==> src/rtl/mem_port_arbiter_pkg.sv <==
// Shared types for the instruction/data main-memory port arbiter.
// A word is carried as a byte array with element [0] holding the most significant byte.
package mem_arb_pkg;

    localparam int unsigned BYTES_PER_WORD = 4;

    typedef logic [0:BYTES_PER_WORD-1][7:0] word_t;

    typedef enum logic [1:0] {
        IDLE,
        ACCESS,
        RESP
    } state_e;

    typedef enum logic {
        GNT_INSTR,
        GNT_DATA
    } grant_e;

endpackage

==> src/rtl/mem_port_arbiter_if.sv <==
// Requester handshakes plus the single memory port, bundled for the arbiter.
// slave is the arbiter's view; master is the view of the core, caches and memory model.
interface mem_port_arbiter_if #(
    parameter int unsigned ADDR_W = 32
);
    import mem_arb_pkg::*;

    logic              i_req;
    logic [ADDR_W-1:0] i_addr;
    logic              i_ready;
    word_t             i_rdata;

    logic              d_req;
    logic              d_we;
    logic [ADDR_W-1:0] d_addr;
    word_t             d_wdata;
    logic              d_ready;
    word_t             d_rdata;

    logic [ADDR_W-1:0] mem_addr;
    word_t             mem_data_in;
    logic              mem_write_en;
    word_t             mem_data_out;

    logic              busy;

    modport slave (
        input  i_req, i_addr, d_req, d_we, d_addr, d_wdata, mem_data_out,
        output i_ready, i_rdata, d_ready, d_rdata, mem_addr, mem_data_in, mem_write_en, busy
    );

    modport master (
        output i_req, i_addr, d_req, d_we, d_addr, d_wdata, mem_data_out,
        input  i_ready, i_rdata, d_ready, d_rdata, mem_addr, mem_data_in, mem_write_en, busy
    );

endinterface

==> src/rtl/mem_port_arbiter_rr_pick2.sv <==
// Two-way round-robin chooser: a lone request wins outright, a tie goes to the
// requester that was not granted last.
module rr_pick2
    import mem_arb_pkg::*;
(
    input  logic   i_req_i,
    input  logic   d_req_i,
    input  grant_e last_grant_i,
    output logic   valid_o,
    output grant_e winner_o
);

    always_comb begin
        valid_o  = i_req_i | d_req_i;
        winner_o = GNT_INSTR;
        if (i_req_i && d_req_i) begin
            winner_o = (last_grant_i == GNT_INSTR) ? GNT_DATA : GNT_INSTR;
        end else if (d_req_i) begin
            winner_o = GNT_DATA;
        end
    end

endmodule

==> src/rtl/mem_port_arbiter.sv <==
// Shares one fixed-latency memory port between instruction fetch and data cache traffic.
// Each access: grant in IDLE, MEM_LATENCY cycles of ACCESS, one RESP cycle with a ready pulse.
module mem_port_arbiter
    import mem_arb_pkg::*;
#(
    parameter int unsigned MEM_LATENCY = 2,
    parameter int unsigned ADDR_W      = 32
) (
    input logic               clk,
    input logic               rst,
    mem_port_arbiter_if.slave bus
);

    localparam int unsigned   CntW    = (MEM_LATENCY > 1) ? $clog2(MEM_LATENCY) : 1;
    localparam logic [CntW-1:0] CntLoad = CntW'(MEM_LATENCY - 1);

    state_e            state_q, state_d;
    logic [CntW-1:0]   cnt_q, cnt_d;
    grant_e            last_q, last_d;
    grant_e            win_q, win_d;
    logic              we_q, we_d;
    logic [ADDR_W-1:0] addr_q, addr_d;
    word_t             wdata_q, wdata_d;
    word_t             irdata_q, irdata_d;
    word_t             drdata_q, drdata_d;

    logic              pick_valid;
    grant_e            pick_win;

    rr_pick2 u_pick (
        .i_req_i      (bus.i_req),
        .d_req_i      (bus.d_req),
        .last_grant_i (last_q),
        .valid_o      (pick_valid),
        .winner_o     (pick_win)
    );

    always_comb begin
        state_d  = state_q;
        cnt_d    = cnt_q;
        last_d   = last_q;
        win_d    = win_q;
        we_d     = we_q;
        addr_d   = addr_q;
        wdata_d  = wdata_q;
        irdata_d = irdata_q;
        drdata_d = drdata_q;

        unique case (state_q)
            IDLE: begin
                if (pick_valid) begin
                    win_d   = pick_win;
                    last_d  = pick_win;
                    cnt_d   = CntLoad;
                    state_d = ACCESS;
                    if (pick_win == GNT_DATA) begin
                        we_d    = bus.d_we;
                        addr_d  = {bus.d_addr[ADDR_W-1:2], 2'b00};
                        wdata_d = bus.d_wdata;
                    end else begin
                        we_d    = 1'b0;
                        addr_d  = {bus.i_addr[ADDR_W-1:2], 2'b00};
                    end
                end
            end
            ACCESS: begin
                if (cnt_q != '0) begin
                    cnt_d = cnt_q - 1'b1;
                end else begin
                    // Final cycle: read data is valid on the closing edge.
                    if (!we_q) begin
                        if (win_q == GNT_INSTR) begin
                            irdata_d = bus.mem_data_out;
                        end else begin
                            drdata_d = bus.mem_data_out;
                        end
                    end
                    state_d = RESP;
                end
            end
            RESP: begin
                state_d = IDLE;
            end
            default: begin
                state_d = IDLE;
            end
        endcase
    end

    always_ff @(posedge clk or posedge rst) begin
        if (rst) begin
            state_q  <= IDLE;
            cnt_q    <= '0;
            last_q   <= GNT_INSTR;
            win_q    <= GNT_INSTR;
            we_q     <= 1'b0;
            addr_q   <= '0;
            wdata_q  <= '0;
            irdata_q <= '0;
            drdata_q <= '0;
        end else begin
            state_q  <= state_d;
            cnt_q    <= cnt_d;
            last_q   <= last_d;
            win_q    <= win_d;
            we_q     <= we_d;
            addr_q   <= addr_d;
            wdata_q  <= wdata_d;
            irdata_q <= irdata_d;
            drdata_q <= drdata_d;
        end
    end

    assign bus.mem_addr     = addr_q;
    assign bus.mem_data_in  = wdata_q;
    assign bus.mem_write_en = (state_q == ACCESS) && (cnt_q == '0) && we_q;
    assign bus.i_ready      = (state_q == RESP) && (win_q == GNT_INSTR);
    assign bus.d_ready      = (state_q == RESP) && (win_q == GNT_DATA);
    assign bus.i_rdata      = irdata_q;
    assign bus.d_rdata      = drdata_q;
    assign bus.busy         = (state_q != IDLE);

endmodule

==> src/flat_wrapper.sv <==
// flat-port wrapper written by rule: the top's interface ports become plain ports
module mem_port_arbiter_flat import mem_arb_pkg::*;
#(
    parameter int unsigned MEM_LATENCY = 2,
    parameter int unsigned ADDR_W      = 32
)
  (clk, rst, bus_i_req, bus_i_addr, bus_d_req, bus_d_we, bus_d_addr, bus_d_wdata, bus_mem_data_out, bus_i_ready, bus_i_rdata, bus_d_ready, bus_d_rdata, bus_mem_addr, bus_mem_data_in, bus_mem_write_en, bus_busy);
  mem_port_arbiter_if #(.ADDR_W(ADDR_W)) bus_i ();
  input logic clk;
  input logic rst;
  input wire logic [$bits(bus_i.i_req)-1:0] bus_i_req;
  input wire logic [$bits(bus_i.i_addr)-1:0] bus_i_addr;
  input wire logic [$bits(bus_i.d_req)-1:0] bus_d_req;
  input wire logic [$bits(bus_i.d_we)-1:0] bus_d_we;
  input wire logic [$bits(bus_i.d_addr)-1:0] bus_d_addr;
  input wire logic [$bits(bus_i.d_wdata)-1:0] bus_d_wdata;
  input wire logic [$bits(bus_i.mem_data_out)-1:0] bus_mem_data_out;
  output wire logic [$bits(bus_i.i_ready)-1:0] bus_i_ready;
  output wire logic [$bits(bus_i.i_rdata)-1:0] bus_i_rdata;
  output wire logic [$bits(bus_i.d_ready)-1:0] bus_d_ready;
  output wire logic [$bits(bus_i.d_rdata)-1:0] bus_d_rdata;
  output wire logic [$bits(bus_i.mem_addr)-1:0] bus_mem_addr;
  output wire logic [$bits(bus_i.mem_data_in)-1:0] bus_mem_data_in;
  output wire logic [$bits(bus_i.mem_write_en)-1:0] bus_mem_write_en;
  output wire logic [$bits(bus_i.busy)-1:0] bus_busy;
  assign bus_i.i_req = bus_i_req;
  assign bus_i.i_addr = bus_i_addr;
  assign bus_i.d_req = bus_d_req;
  assign bus_i.d_we = bus_d_we;
  assign bus_i.d_addr = bus_d_addr;
  assign bus_i.d_wdata = bus_d_wdata;
  assign bus_i.mem_data_out = bus_mem_data_out;
  assign bus_i_ready = bus_i.i_ready;
  assign bus_i_rdata = bus_i.i_rdata;
  assign bus_d_ready = bus_i.d_ready;
  assign bus_d_rdata = bus_i.d_rdata;
  assign bus_mem_addr = bus_i.mem_addr;
  assign bus_mem_data_in = bus_i.mem_data_in;
  assign bus_mem_write_en = bus_i.mem_write_en;
  assign bus_busy = bus_i.busy;
  mem_port_arbiter #(.MEM_LATENCY(MEM_LATENCY), .ADDR_W(ADDR_W)) u_core (.clk(clk), .rst(rst), .bus(bus_i));
endmodule
==> config.mk <==
export PLATFORM = sky130hd
export DESIGN_NAME = mem_port_arbiter_flat
export DESIGN_NICKNAME = d
export VERILOG_FILES = /design/src/rtl/mem_port_arbiter_pkg.sv /design/src/rtl/mem_port_arbiter_if.sv /design/src/rtl/mem_port_arbiter_rr_pick2.sv /design/src/rtl/mem_port_arbiter.sv /design/src/flat_wrapper.sv
export SDC_FILE = /design/constraint.sdc
export NUM_CORES = 1
export LEC_CHECK = 0
export BUFFER_PORTS_ARGS = -buffer_cell sky130_fd_sc_hd__buf_2
export CORE_ASPECT_RATIO = 0.8
export CORE_UTILIZATION = 41
export CTS_CLUSTER_SIZE = 28
export DETAILED_ROUTE_END_ITERATION = 7
export PLACE_DENSITY = 0.87
export SKIP_LAST_GASP = 1
export SYNTH_ARGS = -nofsm -noshare
export SYNTH_HDL_FRONTEND = slang
export SYNTH_SLANG_ARGS = --single-unit
==> constraint.sdc <==
create_clock -name clk -period 4 [get_ports clk]
set_input_delay 0.8 -clock clk [delete_from_list [all_inputs] [get_ports clk]]
set_output_delay 0.8 -clock clk [all_outputs]
set_load 0.02 [all_outputs]
==> results.py <==
metrics = {
    "cts": {
        "cts_tree": "built",
        "cts_resized": 0,
        "cts_sinks": 131,
        "cts_inserted_buffers": 17,
        "clk_path_buf_depth": 2,
        "postCtsSetupRepairBufs": 0,
        "clk_pin_slew_ns": 0.06,
        "cts-htree-levels": 4,
        "clkLatencyLatePin_ns": 0.41,
        "hold_buffers": 0,
        "cts_root_buf": "clkbuf_16",
    },
    "sta": {
        "finalWorstSetupSlack_ns": 1.67,
        "max_freq_ghz": 0.428,
        "maxSlewHeadroom_pct": 39.0,
        "finalMaxSlewViolations": 0,
        "fin_worst_skew_ns": 0.00857,
        "fin_crit_ns": 2.33,
        "rsz0062_at_grt": "no",
        "min_period_over_period_pct": 58.4,
        "final-setup-viol-count": 0,
        "setup_tns_ns": 0,
        "worst_pin_slew_ns": 0.913,
        "finalHoldViolCount": 0,
    },
    "floorplan": {
        "die_h_um": 104,
        "design.core.area_mm2": 0.0124,
        "die_area_mm2": 0.0134,
        "start_util_pct": 42.8,
        "rows": 36,
        "ioPinCount": 265,
        "die_w_um": 129,
    },
    "layout": {
        "multi_input_area_mm2": 0.00191,
        "mostFrequentLayoutCell": "buf_2",
        "nNetsFinal": 721,
        "antenna_cells": 0,
        "fill_cells": 983,
        "post-route-cell-area_mm2": 0.00728,
        "drive_gt1_share_pct": 72.3,
        "mostFrequentLayoutCells": "258 x buf_2, 136 x mux2_2, 131 x dfrtp_1, 20 x mux2_1, 17 x clkbuf_16",
        "seq_area_mm2": 0.00328,
        "stdcell_count": 771,
        "area_growth_pct": 37.3,
    },
    "synth": {
        "syn_area_per_cell_um2": 16.4,
        "postSynthCellCount": 323,
        "synth.distinct_cells": 23,
        "synth-async-reset-ratio_pct": 100,
        "yosysWarnings": 0,
        "yosys_register_bits": 131,
        "netlist_area_mm2": 0.00530,
        "synthTopCellsByArea": "dfrtp_1 62%, mux2_2 29%, mux2_1 4.2%",
        "synth_ff_type": "dfrtp_1",
        "yosys.area.top_type": "dfrtp_1",
        "synth_edf_count": 0,
        "synth_top_area_share_pct": 61.9,
        "ys_seq_area_share_pct": 61.9,
    },
    "global_routing": {
        "grt_pass1_wl_um": 19100,
        "first_global_vias": 4010,
        "grt_overflow": 0,
        "grt.total_usage_pct": 18.8,
        "grt_max_degree": 71,
        "grt_antenna_before_repair": 0,
    },
    "power": {
        "power_mw": 6.70,
        "p_leak_nw": 3.55,
        "max-vdd-ir-drop_v": 0.000436,
        "powerDensity_mw_per_mm2": 920,
    },
    "critical_path": {
        "path_class": "primary input to flop",
        "cp-end-kind": "flop",
        "path_max_fanout": 34,
        "worstPathArrival_ns": 2.63,
        "worstPathRequired_ns": 4.29,
        "worstSetupStartpointType": "primary input",
    },
    "place": {
        "io_buffers": 258,
        "dp_hpwl_um": 8830,
        "gp_congestion": 0.739,
        "placed_area_mm2": 0.00673,
        "post-place-ws_ns": 1.21,
        "place_inst": 740,
    },
    "routing": {
        "firstDrtPassIters": 4,
        "routedWlPerCell_um": 15.3,
        "ant_nets": 0,
        "avgViaCountPerCell": 4.74,
        "drt-initial-drc-count": 90,
        "drc": 0,
        "dr_total_vias": 3652,
        "totalWireLength_um": 11800,
    },
    "job": {
        "drv_cap": 0,
    },
    "worst_hold_path": {
        "holdCritPathClass": "flop to flop",
    },
    "outcome": {
        "outcome": "completed",
    },
}
per-layer routing:
metal / global-route usage, % / wire [um]
met1: 19.1 / 4500
met2: 34.0 / 6270
met3: 5.53 / 779
met4: 10.4 / 235
met5: 0 / 0
stage by stage:
step / hold slack, ns / utilization [%]
after floorplan: 0.469 / -
after global placement: 0.467 / 54.4
after detailed placement: 0.474 / 54.4
after CTS: 0.487 / 58.8
after global routing: 0.499 / 58.8
final: 0.485 / 58.8
state kept, by name, indices dropped and copies added, names as in the netlist:
name and count:
u_core.bus.i_rdata 32, u_core.state_q 2, u_core.bus.mem_data_in 32, u_core.bus.mem_addr 30
u_core.bus.d_rdata 32, u_core.we_q 1, u_core.cnt_q 1, u_core.win_q 1
power by group:
group	internal (mW)	switching, mW	leakage, nW
clock	0.873	0.538	0.267
combinational	1.28	1.64	1.74
sequential	2.02	0.352	1.54
cell usage after synthesis, types with 2 or more instances:
library cell and n:
mux2_2 136, buf_4 2, inv_1 2, dfrtp_1 131, buf_2 12, nand2_1 2
buf_6 3, mux2_1 20
logic make-up (layout without fill, tap and decap cells):
| group | count (synthesis) | after routing | share of synthesized area, % |
|---|---|---|---|
| flops | 131 | 131 | 61.9 |
| other cells | 1 | 2 | 0.0708 |
| simple gates | 11 | 11 | 1.79 |
| mux | 156 | 156 | 33.1 |
| compound gates | 5 | 5 | 0.944 |
| buf+inv | 19 | 295 | 2.20 |
area by class of cell:
class | count | share of cell area (%)
Sequential cell | 131 | 45.0
Multi-Input combinational cell | 174 | 26.2
Timing Repair Buffer | 262 | 18.2
Clock buffer | 20 | 6.27
Tap cell | 171 | 2.94
Clock inverter | 11 | 1.20
Inverter | 2 | 0.155
worst max-delay path, cell delays in order:
cell     delay (ns)
buf_2          0.11
a21bo_2        0.47
nor2_4         0.81
mux2_2         0.42
final timing paths:
kind,endpoint,depth (start not counted),slack (ns),from
setup / recovery,u_core.bus.mem_data_in[31],4,1.67,bus_d_req
hold reg to reg,u_core.bus.mem_data_in[26],1,0.49,u_core.bus.mem_data_in[26]
max in group asynchronous,u_core.bus.i_rdata[3],3,2.76,rst
setup reg to reg,u_core.bus.mem_data_in[31],3,1.68,u_core.win_q
min in group asynchronous,u_core.bus.mem_data_in[9],3,0.63,rst
hold / removal,u_core.bus.mem_data_in[26],1,0.49,u_core.bus.mem_data_in[26]
Note: power is estimated with default switching activity, not from simulation.
